`config.mk`:
```
export PLATFORM = sky130hd
export DESIGN_NAME = alu_cmd_issuer
export DESIGN_NICKNAME = d
export VERILOG_FILES = /design/src/rtl/alu_cmd_issuer.sv
export SDC_FILE = /design/constraint.sdc
export NUM_CORES = 1
export LEC_CHECK = 0
export ABC_AREA = 0
export CELL_PAD_IN_SITES_DETAIL_PLACEMENT = 0
export CELL_PAD_IN_SITES_GLOBAL_PLACEMENT = 1
export CORE_ASPECT_RATIO = 1.25
export CORE_MARGIN = 3
export CORE_UTILIZATION = 32
export CTS_CLUSTER_SIZE = 20
export DETAILED_ROUTE_END_ITERATION = 10
export PLACE_DENSITY_LB_ADDON = 0.1
export SLEW_MARGIN = 20
export SYNTH_ARGS = -nofsm -noshare
export SYNTH_HDL_FRONTEND = slang
export SYNTH_SLANG_ARGS = --single-unit
export TNS_END_PERCENT = 30
```
`constraint.sdc`:
```
create_clock -name clk -period 1.8 [get_ports clk]
set_input_delay 0.27 -clock clk [delete_from_list [all_inputs] [get_ports clk]]
set_output_delay 0.27 -clock clk [all_outputs]
set_load 0.02 [all_outputs]
```
`src/rtl/alu_cmd_issuer.sv`:
```
// alu_cmd_issuer: initiator side of the 4-bit ALU operation interface.
// Accepts one command at a time, drives registered operands into the ALU,
// waits the ALU pipeline latency, captures the 8-bit result and returns it
// on a response channel.
//
// Handshakes: a transfer happens on a rising edge where valid && ready are
// both high. A producer holds valid (and its payload) until that edge.
// Consumers may raise or drop ready at any time. rsp_valid and every rsp_*
// field are held stable until the transfer edge.
//
// Optional feature macro: ALU_SELFCHECK_EN adds a golden model that flags
// results disagreeing with the ALU contract (rsp_mismatch, err_count).
// Without it, rsp_mismatch and err_count are tied to zero.
module alu_cmd_issuer #(
    parameter int ALU_LATENCY = 1,
    parameter int CNT_W       = 8
) (
    input  logic             clk,
    input  logic             rst_n,
    input  logic             cmd_valid,
    output logic             cmd_ready,
    input  logic [3:0]       cmd_a,
    input  logic [3:0]       cmd_b,
    input  logic [2:0]       cmd_op,
    output logic             alu_clr,
    output logic [3:0]       alu_a,
    output logic [3:0]       alu_b,
    output logic [2:0]       alu_op,
    input  logic [7:0]       alu_result,
    output logic             rsp_valid,
    input  logic             rsp_ready,
    output logic [7:0]       rsp_result,
    output logic [2:0]       rsp_op,
    output logic             rsp_mismatch,
    output logic [CNT_W-1:0] txn_count,
    output logic [CNT_W-1:0] err_count
);

    typedef enum logic [1:0] {
        ST_IDLE = 2'd0,
        ST_WAIT = 2'd1,
        ST_RESP = 2'd2
    } state_e;

    localparam logic [2:0]       LAT_C = 3'(ALU_LATENCY);
    localparam logic [CNT_W-1:0] ONE_C = CNT_W'(1);

    state_e           state_q, state_d;
    logic             clr_q;
    logic [2:0]       cnt_q, cnt_d;
    logic [3:0]       a_q, a_d;
    logic [3:0]       b_q, b_d;
    logic [2:0]       op_q, op_d;
    logic [2:0]       rop_q, rop_d;
    logic             rv_q, rv_d;
    logic [7:0]       res_q, res_d;
    logic [CNT_W-1:0] txn_q, txn_d;

    logic accept;
    logic capture;
    logic retire;

    // Ready only in IDLE once the ALU has seen its post-reset clear cycle.
    assign cmd_ready = (state_q == ST_IDLE) && !clr_q;
    assign accept    = cmd_valid && cmd_ready;
    assign capture   = (state_q == ST_WAIT) && (cnt_q == 3'd0);
    assign retire    = (state_q == ST_RESP) && rsp_ready;

    assign alu_clr    = clr_q;
    assign alu_a      = a_q;
    assign alu_b      = b_q;
    assign alu_op     = op_q;
    assign rsp_valid  = rv_q;
    assign rsp_result = res_q;
    assign rsp_op     = rop_q;
    assign txn_count  = txn_q;

    // ALU clear is held through reset and released on the first clock edge.
    always_ff @(posedge clk or negedge rst_n) begin
        if (!rst_n) clr_q <= 1'b1;
        else        clr_q <= 1'b0;
    end

    // Next-state and datapath updates for the IDLE -> WAIT -> RESP sequence.
    always_comb begin
        state_d = state_q;
        cnt_d   = cnt_q;
        a_d     = a_q;
        b_d     = b_q;
        op_d    = op_q;
        rop_d   = rop_q;
        rv_d    = rv_q;
        res_d   = res_q;
        txn_d   = txn_q;
        case (state_q)
            ST_IDLE: begin
                if (accept) begin
                    a_d     = cmd_a;
                    b_d     = cmd_b;
                    op_d    = cmd_op;
                    rop_d   = cmd_op;
                    cnt_d   = LAT_C;
                    state_d = ST_WAIT;
                end
            end
            ST_WAIT: begin
                if (capture) begin
                    res_d   = alu_result;
                    rv_d    = 1'b1;
                    state_d = ST_RESP;
                end else begin
                    cnt_d = cnt_q - 3'd1;
                end
            end
            ST_RESP: begin
                if (retire) begin
                    rv_d    = 1'b0;
                    txn_d   = txn_q + ONE_C;
                    state_d = ST_IDLE;
                end
            end
            default: state_d = ST_IDLE;
        endcase
    end

    // State and datapath registers; reset discards any in-flight command.
    always_ff @(posedge clk or negedge rst_n) begin
        if (!rst_n) begin
            state_q <= ST_IDLE;
            cnt_q   <= 3'd0;
            a_q     <= 4'd0;
            b_q     <= 4'd0;
            op_q    <= 3'd0;
            rop_q   <= 3'd0;
            rv_q    <= 1'b0;
            res_q   <= 8'd0;
            txn_q   <= '0;
        end else begin
            state_q <= state_d;
            cnt_q   <= cnt_d;
            a_q     <= a_d;
            b_q     <= b_d;
            op_q    <= op_d;
            rop_q   <= rop_d;
            rv_q    <= rv_d;
            res_q   <= res_d;
            txn_q   <= txn_d;
        end
    end

`ifdef ALU_SELFCHECK_EN
    // Reference ALU: operands zero-extended to 8 bits.
    function automatic logic [7:0] golden(input logic [3:0] a, input logic [3:0] b,
                                          input logic [2:0] op);
        logic [7:0] ax;
        logic [7:0] bx;
        logic [7:0] r;
        ax = {4'h0, a};
        bx = {4'h0, b};
        case (op)
            3'd0:    r = ax + bx;
            3'd1:    r = ax - bx;
            3'd2:    r = ax & bx;
            3'd3:    r = ax | bx;
            3'd4:    r = ax ^ bx;
            3'd5:    r = ax >> b;
            3'd6:    r = ax << b;
            default: r = (a > b) ? 8'd1 : 8'd0;
        endcase
        return r;
    endfunction

    logic [7:0]       exp_q, exp_d;
    logic             mis_q, mis_d;
    logic [CNT_W-1:0] err_q, err_d;

    // Store expected result at accept, compare at capture, count at retire.
    always_comb begin
        exp_d = exp_q;
        mis_d = mis_q;
        err_d = err_q;
        if (accept)  exp_d = golden(cmd_a, cmd_b, cmd_op);
        if (capture) mis_d = (alu_result != exp_q);
        if (retire && mis_q && (err_q != {CNT_W{1'b1}})) err_d = err_q + ONE_C;
    end

    // Self-check registers.
    always_ff @(posedge clk or negedge rst_n) begin
        if (!rst_n) begin
            exp_q <= 8'd0;
            mis_q <= 1'b0;
            err_q <= '0;
        end else begin
            exp_q <= exp_d;
            mis_q <= mis_d;
            err_q <= err_d;
        end
    end

    assign rsp_mismatch = mis_q;
    assign err_count    = err_q;
`else
    assign rsp_mismatch = 1'b0;
    assign err_count    = '0;
`endif

endmodule
```
==> results.md, run 1 <==
- First-pass GRT wire length: 5020 um
- # clock sinks: 34
- Crit-path max FO: 4
- Drt drc: 0
- Core area: 0.00446 mm2
- NumNets Final: 204
- Port Buffer Count: 55
- CTS Buf Count: 5
- Final min period: 1710 ps
- RSZ-0062 raised after global routing: false
- Vias per inst: 4.43
- WL/cell: 12.9 um
- Most common cell after layout, fill and taps aside: clkdlybuf4s50_1
- PD cells: 1690 mW/mm2
- Chip height: 82.7 um
- Fraction of synthesized area in multiplexers: 0.163
- Fin area: 0.00222 mm2
- Post-Synth XOR/XNOR Area: 0.0407
- Worst vdd ir: 0.000680 V
- Ys Warns: 0
- Synth top area cells: dfrtp_1 55%, mux2_2 15%, buf_4 6.0%
- Largest net degree at the start of global routing: 35
- Slew Limit Fails: 0
- CTS hold repair buffers: 0
- CTS tree: done
- Max Buffers Root-to-Sink: 2
- Flops & latches, synth: 34
- Synth area leader: dfrtp_1
- Int Power: 2.45 mW
- LEAKAGE: 0.984 nW
- Critical path buffer and inverter count: 1
- Slowest stage delay, CP: 610 ps
- Critical path class: register to primary output
- Adder-Cell Fraction of Synth Area: 0.0249
- Avg Inst Size Synth: 13.0 um2
- Clk_skew: 1.69 ps
- Initial Util: 0.338
- Die ar.: 0.00558 mm2
- Final setup vio count: 0
- Tot GR Track Use: 0.122
- Seq pwr share: 0.341
- Crit path required time: 1530 ps
- Crit-path cells: clkdlybuf4s50_1
- Worst-path clk slew: 70 ps
- Combinational family with the most area after synthesis: multiplexers
- Sw Ratio: 0.346
- Hold Violations, Final: 0
- Clock power frac: 0.180
- Synth Cell Area: 0.00151 mm2
- DRT Pass-1 Iters: 3
- Routability cong.: 0.680
- Antenna violations before repair: 0
- Vias after detailed routing: 1,050
- GR Overflow Total: 0
- Comb pwr share: 0.479
- Share of cells above drive strength 1: 0.201
- Crit path capture type: primary output
- Yosys cell types: 29
- Clock root buffer: clkbuf_8
- Synth Area in Simple Gates: 0.0880
- Compound-Gate Fraction of Synth Area: 0.0349
- Fill count: 428
- Postcts setup bufs: 0
- Crit share post-route: 0.948
- Status: completed
- Worst Hold Class: input port to async pin
- Antenna diode count: 0
- Synth top area share: 0.548
- Dpl hpwl: 2300 um
- Clk_lat worst skew: 280 ps
- Num rows: 27
- CP arrival: 1440 ps
- Sw Pwr: 1.30 mW
- Die W: 67.4 um
- CTS H-tree depth: 2
- Antenna violation net count after detailed routing: 0
- Vias in the first global route: 1,118
- MaxCap Viol Count: 0
- Setup TNS: 0 ps
- 1st-iter DRT viols: 25
- Cells after Synth: 116
- Top delay family on crit path: buffers and inverters
- Register area share after synthesis: 0.565
- Peak Freq: 586 MHz
- Slowest CP cell: clkdlybuf4s50_1
- P&R area growth vs syn: 47.2%
- Worst setup SP type: register
- DP Area: 0.00211 mm2
- I/O pin cnt: 65
- Final wirelength: 3050 um
- Most frequent cells in the layout: 54 x clkdlybuf4s50_1, 33 x dfrtp_1, 20 x mux2_2
[synth_stat cells, drive strengths merged]
| library cell | instances |
|---|---|
| nand4 | 1 |
| xnor2 | 3 |
| inv | 6 |
| nand2b | 3 |
| nor3b | 1 |
| nand3b | 1 |
| buf | 14 |
| o22ai | 2 |
| a31o | 1 |
| nand3 | 3 |
| and4b | 1 |
| dfstp | 1 |
| nand2 | 1 |
| mux2 | 20 |
| and3 | 1 |
| conb | 1 |
| a21o | 1 |
| dfrtp | 33 |
| mux2i | 2 |
| ha | 3 |
| xor2 | 4 |
| a2bb2oi | 1 |
| nor4b | 1 |
| a21oi | 3 |
| nor2 | 3 |
| nor3 | 5 |
[per-stage QoR]
| stage | setup slack [ps] | power [mW] | hold WS, ps | cells | util |
|---|---|---|---|---|---|
| after floorplan | 228 | 2.32 | -25.6 | 125 | - |
| after global placement | 149 | 3.06 | 455 | 229 | 0.474 |
| after detailed placement | 100 | 3.12 | 457 | 229 | 0.474 |
| after CTS | 62.6 | 3.82 | 407 | 237 | 0.498 |
| after global routing | 33.6 | 4.02 | 435 | 237 | 0.498 |
| final | 94.0 | 3.74 | 398 | 237 | 0.498 |
[per-layer routing]
| metal | track usage | vias to the layer above | wire length (um) | part of all wire |
|---|---|---|---|---|
| met5 | 0 | - | 0 | 0 |
| met4 | 0.0507 | 0 | 68 | 0.022 |
| met3 | 0.0582 | 9 | 332 | 0.11 |
| met2 | 0.197 | 56 | 1490 | 0.49 |
| met1 | 0.137 | 484 | 1160 | 0.38 |
| li1 | - | 501 | - | - |
[cell families (layout without fill, tap and decap cells)]
kind of cell | after synthesis | count (layout)
AO/OA/AOI/OAI | 8 | 8
XOR/XNOR | 7 | 7
adder cells (fa/ha/maj) | 3 | 3
buffers and inverters | 20 | 74
flip-flops | 34 | 34
multiplexers | 22 | 22
other | 1 | 10
AND/OR/NAND/NOR | 21 | 21
[repair_timing]
| action | in CTS | in global routing |
|---|---|---|
| setup endpoints to repair | 1 | 0 |
| endpoints found under the hold margin | 0 | 0 |
| resized for setup | 1 | 0 |
[worst paths after layout]
path	slack, ps	depth (start not counted)	start	endpoint
worst max-delay path	90	1	alu_clr	alu_clr
worst min-delay path	400	2	rst_n	rsp_op[2]
worst max register to register	220	6	cnt_q[0]	rsp_result[0]
worst min register to register	460	1	txn_count[7]	txn_count[7]
max in group asynchronous	1070	2	rst_n	alu_clr
min in group clk	460	1	txn_count[7]	txn_count[7]
[layout make-up]
type	instances	area, um2	area share
Clock inverter	1	30.0	0.0135
Timing Repair Buffer	60	599	0.270
Sequential cell	34	852	0.384
Clock buffer	7	76.3	0.0344
Tap cell	58	72.6	0.0327
Multi-Input combinational cell	71	567	0.255
Inverter	6	22.5	0.0101
[power by group through the flow]
stage | combinational, mW | sequential, mW | clock, mW
6_report | 1.79 | 1.28 | 0.674
3_5_place_dp | 1.83 | 1.29 | 0
3_3_place_gp | 1.78 | 1.28 | 0
5_1_grt | 1.95 | 1.33 | 0.739
4_1_cts | 1.83 | 1.28 | 0.708
2_1_floorplan | 0.725 | 1.59 | 0
[sequential cells by signal, summed over array words and instances (netlist names)]
name        count
rsp_result      8
rsp_op          3
txn_count       8
alu_b           4
alu_a           4
alu_clr         1
cnt_q           3
rsp_valid       1
state_q         2
Power figures use the tool's default switching activity.
==> inputs of run 2 (changes only) <==
--- a/config.mk
+++ b/config.mk
@@ -6,14 +6,13 @@
 export NUM_CORES = 1
 export LEC_CHECK = 0
 export ABC_AREA = 0
-export CELL_PAD_IN_SITES_DETAIL_PLACEMENT = 0
-export CELL_PAD_IN_SITES_GLOBAL_PLACEMENT = 1
 export CORE_ASPECT_RATIO = 1.25
 export CORE_MARGIN = 3
-export CORE_UTILIZATION = 32
+export CORE_UTILIZATION = 42
 export CTS_CLUSTER_SIZE = 20
 export DETAILED_ROUTE_END_ITERATION = 10
-export PLACE_DENSITY_LB_ADDON = 0.1
+export GPL_TIMING_DRIVEN = 0
+export PLACE_DENSITY = 0.8
 export SLEW_MARGIN = 20
 export SYNTH_ARGS = -nofsm -noshare
 export SYNTH_HDL_FRONTEND = slang
==> run 2 against run 1 <==
- fmax decreased by 0.81%
- critical path type unchanged
- global-route usage rose by 4.3 points
- combinational power up 3%
- critical path depth unchanged
- register-to-register slack worse by 100 ps
- hold slack got worse by 360 ps
- die area is 22% lower
- wire length increased by 2.9%
- critical endpoint unchanged
- via count is 5.3% higher
- first-iteration DRC count increased by 8.0%
- clock power hardly changed
- largest cell class unchanged
==> results.md, run 2 (synthesized netlist as in run 1, its figures left out) <==
- Status: completed
- Crit-path cells: clkdlybuf4s50_1
- Antenna diode count: 0 (unchanged)
- Max_slew headroom: 0.517
- DRT Pass-1 Iters: 4 (+1)
- Fin area: 0.00226 mm2 (+1.7%)
- Crit share post-route: 0.955 (+0.00770)
- LEAKAGE: 1.05 nW (+6.3%)
- Most common cell after layout, fill and taps aside: clkdlybuf4s50_1
- Die W: 59.6 um (-12%)
- # clock sinks: 34 (unchanged)
- Vias after detailed routing: 1,106 (+5.3%)
- Min Hold Slack: 36.0 ps (-362 ps)
- Port Buffer Count: 55 (unchanged)
- Crit-path max FO: 4 (unchanged)
- Power after layout: 3.80 mW (+1.5%)
- Hold Violations, Final: 0 (unchanged)
- Slew Limit Fails: 0 (unchanged)
- Critical path buffer and inverter count: 1 (unchanged)
- Top delay family on crit path: buffers and inverters
- P&R area growth vs syn: 49.8%
- Final setup vio count: 0 (unchanged)
- Clk_lat worst skew: 290 ps (about the same)
- RR Startpoint: cnt_q[0]
- Antenna violation net count after detailed routing: 0 (unchanged)
- Largest net degree at the start of global routing: 35 (unchanged)
- Antenna violations before repair: 0 (unchanged)
- WL/cell: 13.8 um (+7.4%)
- Clock root buffer: clkbuf_8
- Worst vdd ir: 0.00115 V (+69%)
- I/O pin cnt: 65 (unchanged)
- PD cells: 1680 mW/mm2 (-0.29%)
- Num rows: 23 (-15%)
- NumNets Final: 215 (+5.4%)
- R2r setup slk: 120 ps (-100 ps)
- RR Endpoint: rsp_result[2]
- FF-to-FF path depth: 6 (unchanged)
- Slowest stage delay, CP: 620 ps (about the same)
- Critical Path Stages: 1 (unchanged)
- GR Overflow Total: 0 (unchanged)
- Dpl hpwl: 2430 um (+5.5%)
- Routability cong.: 0.754 (+11%)
- Core area: 0.00334 mm2 (-25%)
- Worst-path clk slew: 70 ps (about the same)
- Drt drc: 0 (unchanged)
- Fill count: 266 (-38%)
- Peak Freq: 581 MHz (-0.81%)
- Chip height: 73.0 um (-12%)
- Initial Util: 0.452 (+0.114)
- Clk_skew: 8.82 ps (+7.14 ps)
- CP arrival: 1450 ps (about the same)
- Most frequent cells in the layout: 53 x clkdlybuf4s50_1, 33 x dfrtp_1, 20 x mux2_2
- 1st-iter DRT viols: 27 (+8.0%)
- CTS H-tree depth: 2 (unchanged)
- Final min period: 1720 ps (+13.9 ps)
- DP Area: 0.00213 mm2 (+0.89%)
- Slowest CP cell: clkdlybuf4s50_1
- CTS Buf Count: 5 (unchanged)
- Crit path required time: 1530 ps (about the same)
- Share of cells above drive strength 1: 0.268 (+0.0673)
- Critical path class: register to primary output
- Vias per inst: 4.87 (+10%)
- CTS hold repair buffers: 0 (unchanged)
- Die ar.: 0.00435 mm2 (-22%)
- Max Buffers Root-to-Sink: 2 (unchanged)
- Tot GR Track Use: 0.165 (+0.0427)
- Critical Path Start: alu_clr
- Pin slew with the least headroom to its limit: 725 ps
- Footprint of the multi-input gates: 569 um2 (+0.44%)
- RSZ-0062 raised after global routing: false
- CTS tree: done
- Worst Hold Class: input port to async pin
- Worst setup SP type: register
- First-pass GRT wire length: 5240 um (+4.4%)
- FF/Latch Area: 852 um2 (unchanged)
- CP endpoint: alu_clr
- Crit path capture type: primary output
- MaxCap Viol Count: 0 (unchanged)
- Vias in the first global route: 1,155 (+3.3%)
- Final wirelength: 3140 um (+2.9%)
run 2: changes by cell type in the layout (fill, tap and decap cells not counted):
cell | previous run | this run
buf_2 | 0 | 3
nand2b_1 | 3 | 2
nand2b_2 | 0 | 1
clkdlybuf4s50_1 | 54 | 53
buf_12 | 1 | 0
clkinv_2 | 0 | 2
buf_4 | 4 | 14
clkbuf_1 | 2 | 0
run 2: report_power, final:
group	total, mW	internal, mW	switching [mW]
Clock	0.672	0.407	0.266
Sequential	1.28	1.07	0.204
Combinational	1.85	0.986	0.859
run 2: final cells by class:
class                   instances  area share
multi-input cells              71       0.252
inverters                       6     0.00997
clock buffers                   5      0.0305
plain buffers                  14      0.0443
clock inverters                 3      0.0177
well taps                      37      0.0205
repair buffers                 57       0.248
flip-flops and latches         34       0.377
run 2: worst min-delay path by stage:
stage                      start       endpoint  slack [ps]  cells after the start
floorplan                  rst_n       alu_a[0]         -30                      0
global placement    txn_count[7]   txn_count[7]         460                      1
detailed placement         rst_n  rsp_result[3]         370                      1
CTS                        rst_n   txn_count[5]          60                      1
global route               rst_n   txn_count[2]          90                      1
finish                     rst_n   txn_count[4]          40                      1
run 2: layer usage:
layer | wire, um | up-vias | global-route usage
li1 | - | 520 | -
met1 | 1110 | 521 | 0.175
met2 | 1560 | 58 | 0.270
met3 | 412 | 7 | 0.0832
met4 | 61 | 0 | 0.0739
met5 | 0 | - | 0
run 2: worst register-to-register path, cell delays in order (launching register included):
cell and delay (ps):
dfrtp_1 420, inv_1 100, ha_1 190, nand2b_2 130, nor3_4 220, buf_4 170
mux2_2 330
run 2: stage by stage:
stage | cells | util | TNS, ps | worst slack [ps]
final | 227 | 0.677 | 0 | 80.1
after global routing | 227 | 0.677 | 0 | 24.2
after CTS | 227 | 0.676 | 0 | 63.4
after detailed placement | 217 | 0.639 | -775 | -57.8
after global placement | 217 | 0.641 | -5330 | -156
after floorplan | 125 | - | 0 | 228
run 2: repair_timing:
action	CTS	global route
resized for setup	1	1
endpoints found under the setup margin	9	8
pin swaps	1	0
setup buffers	2	0
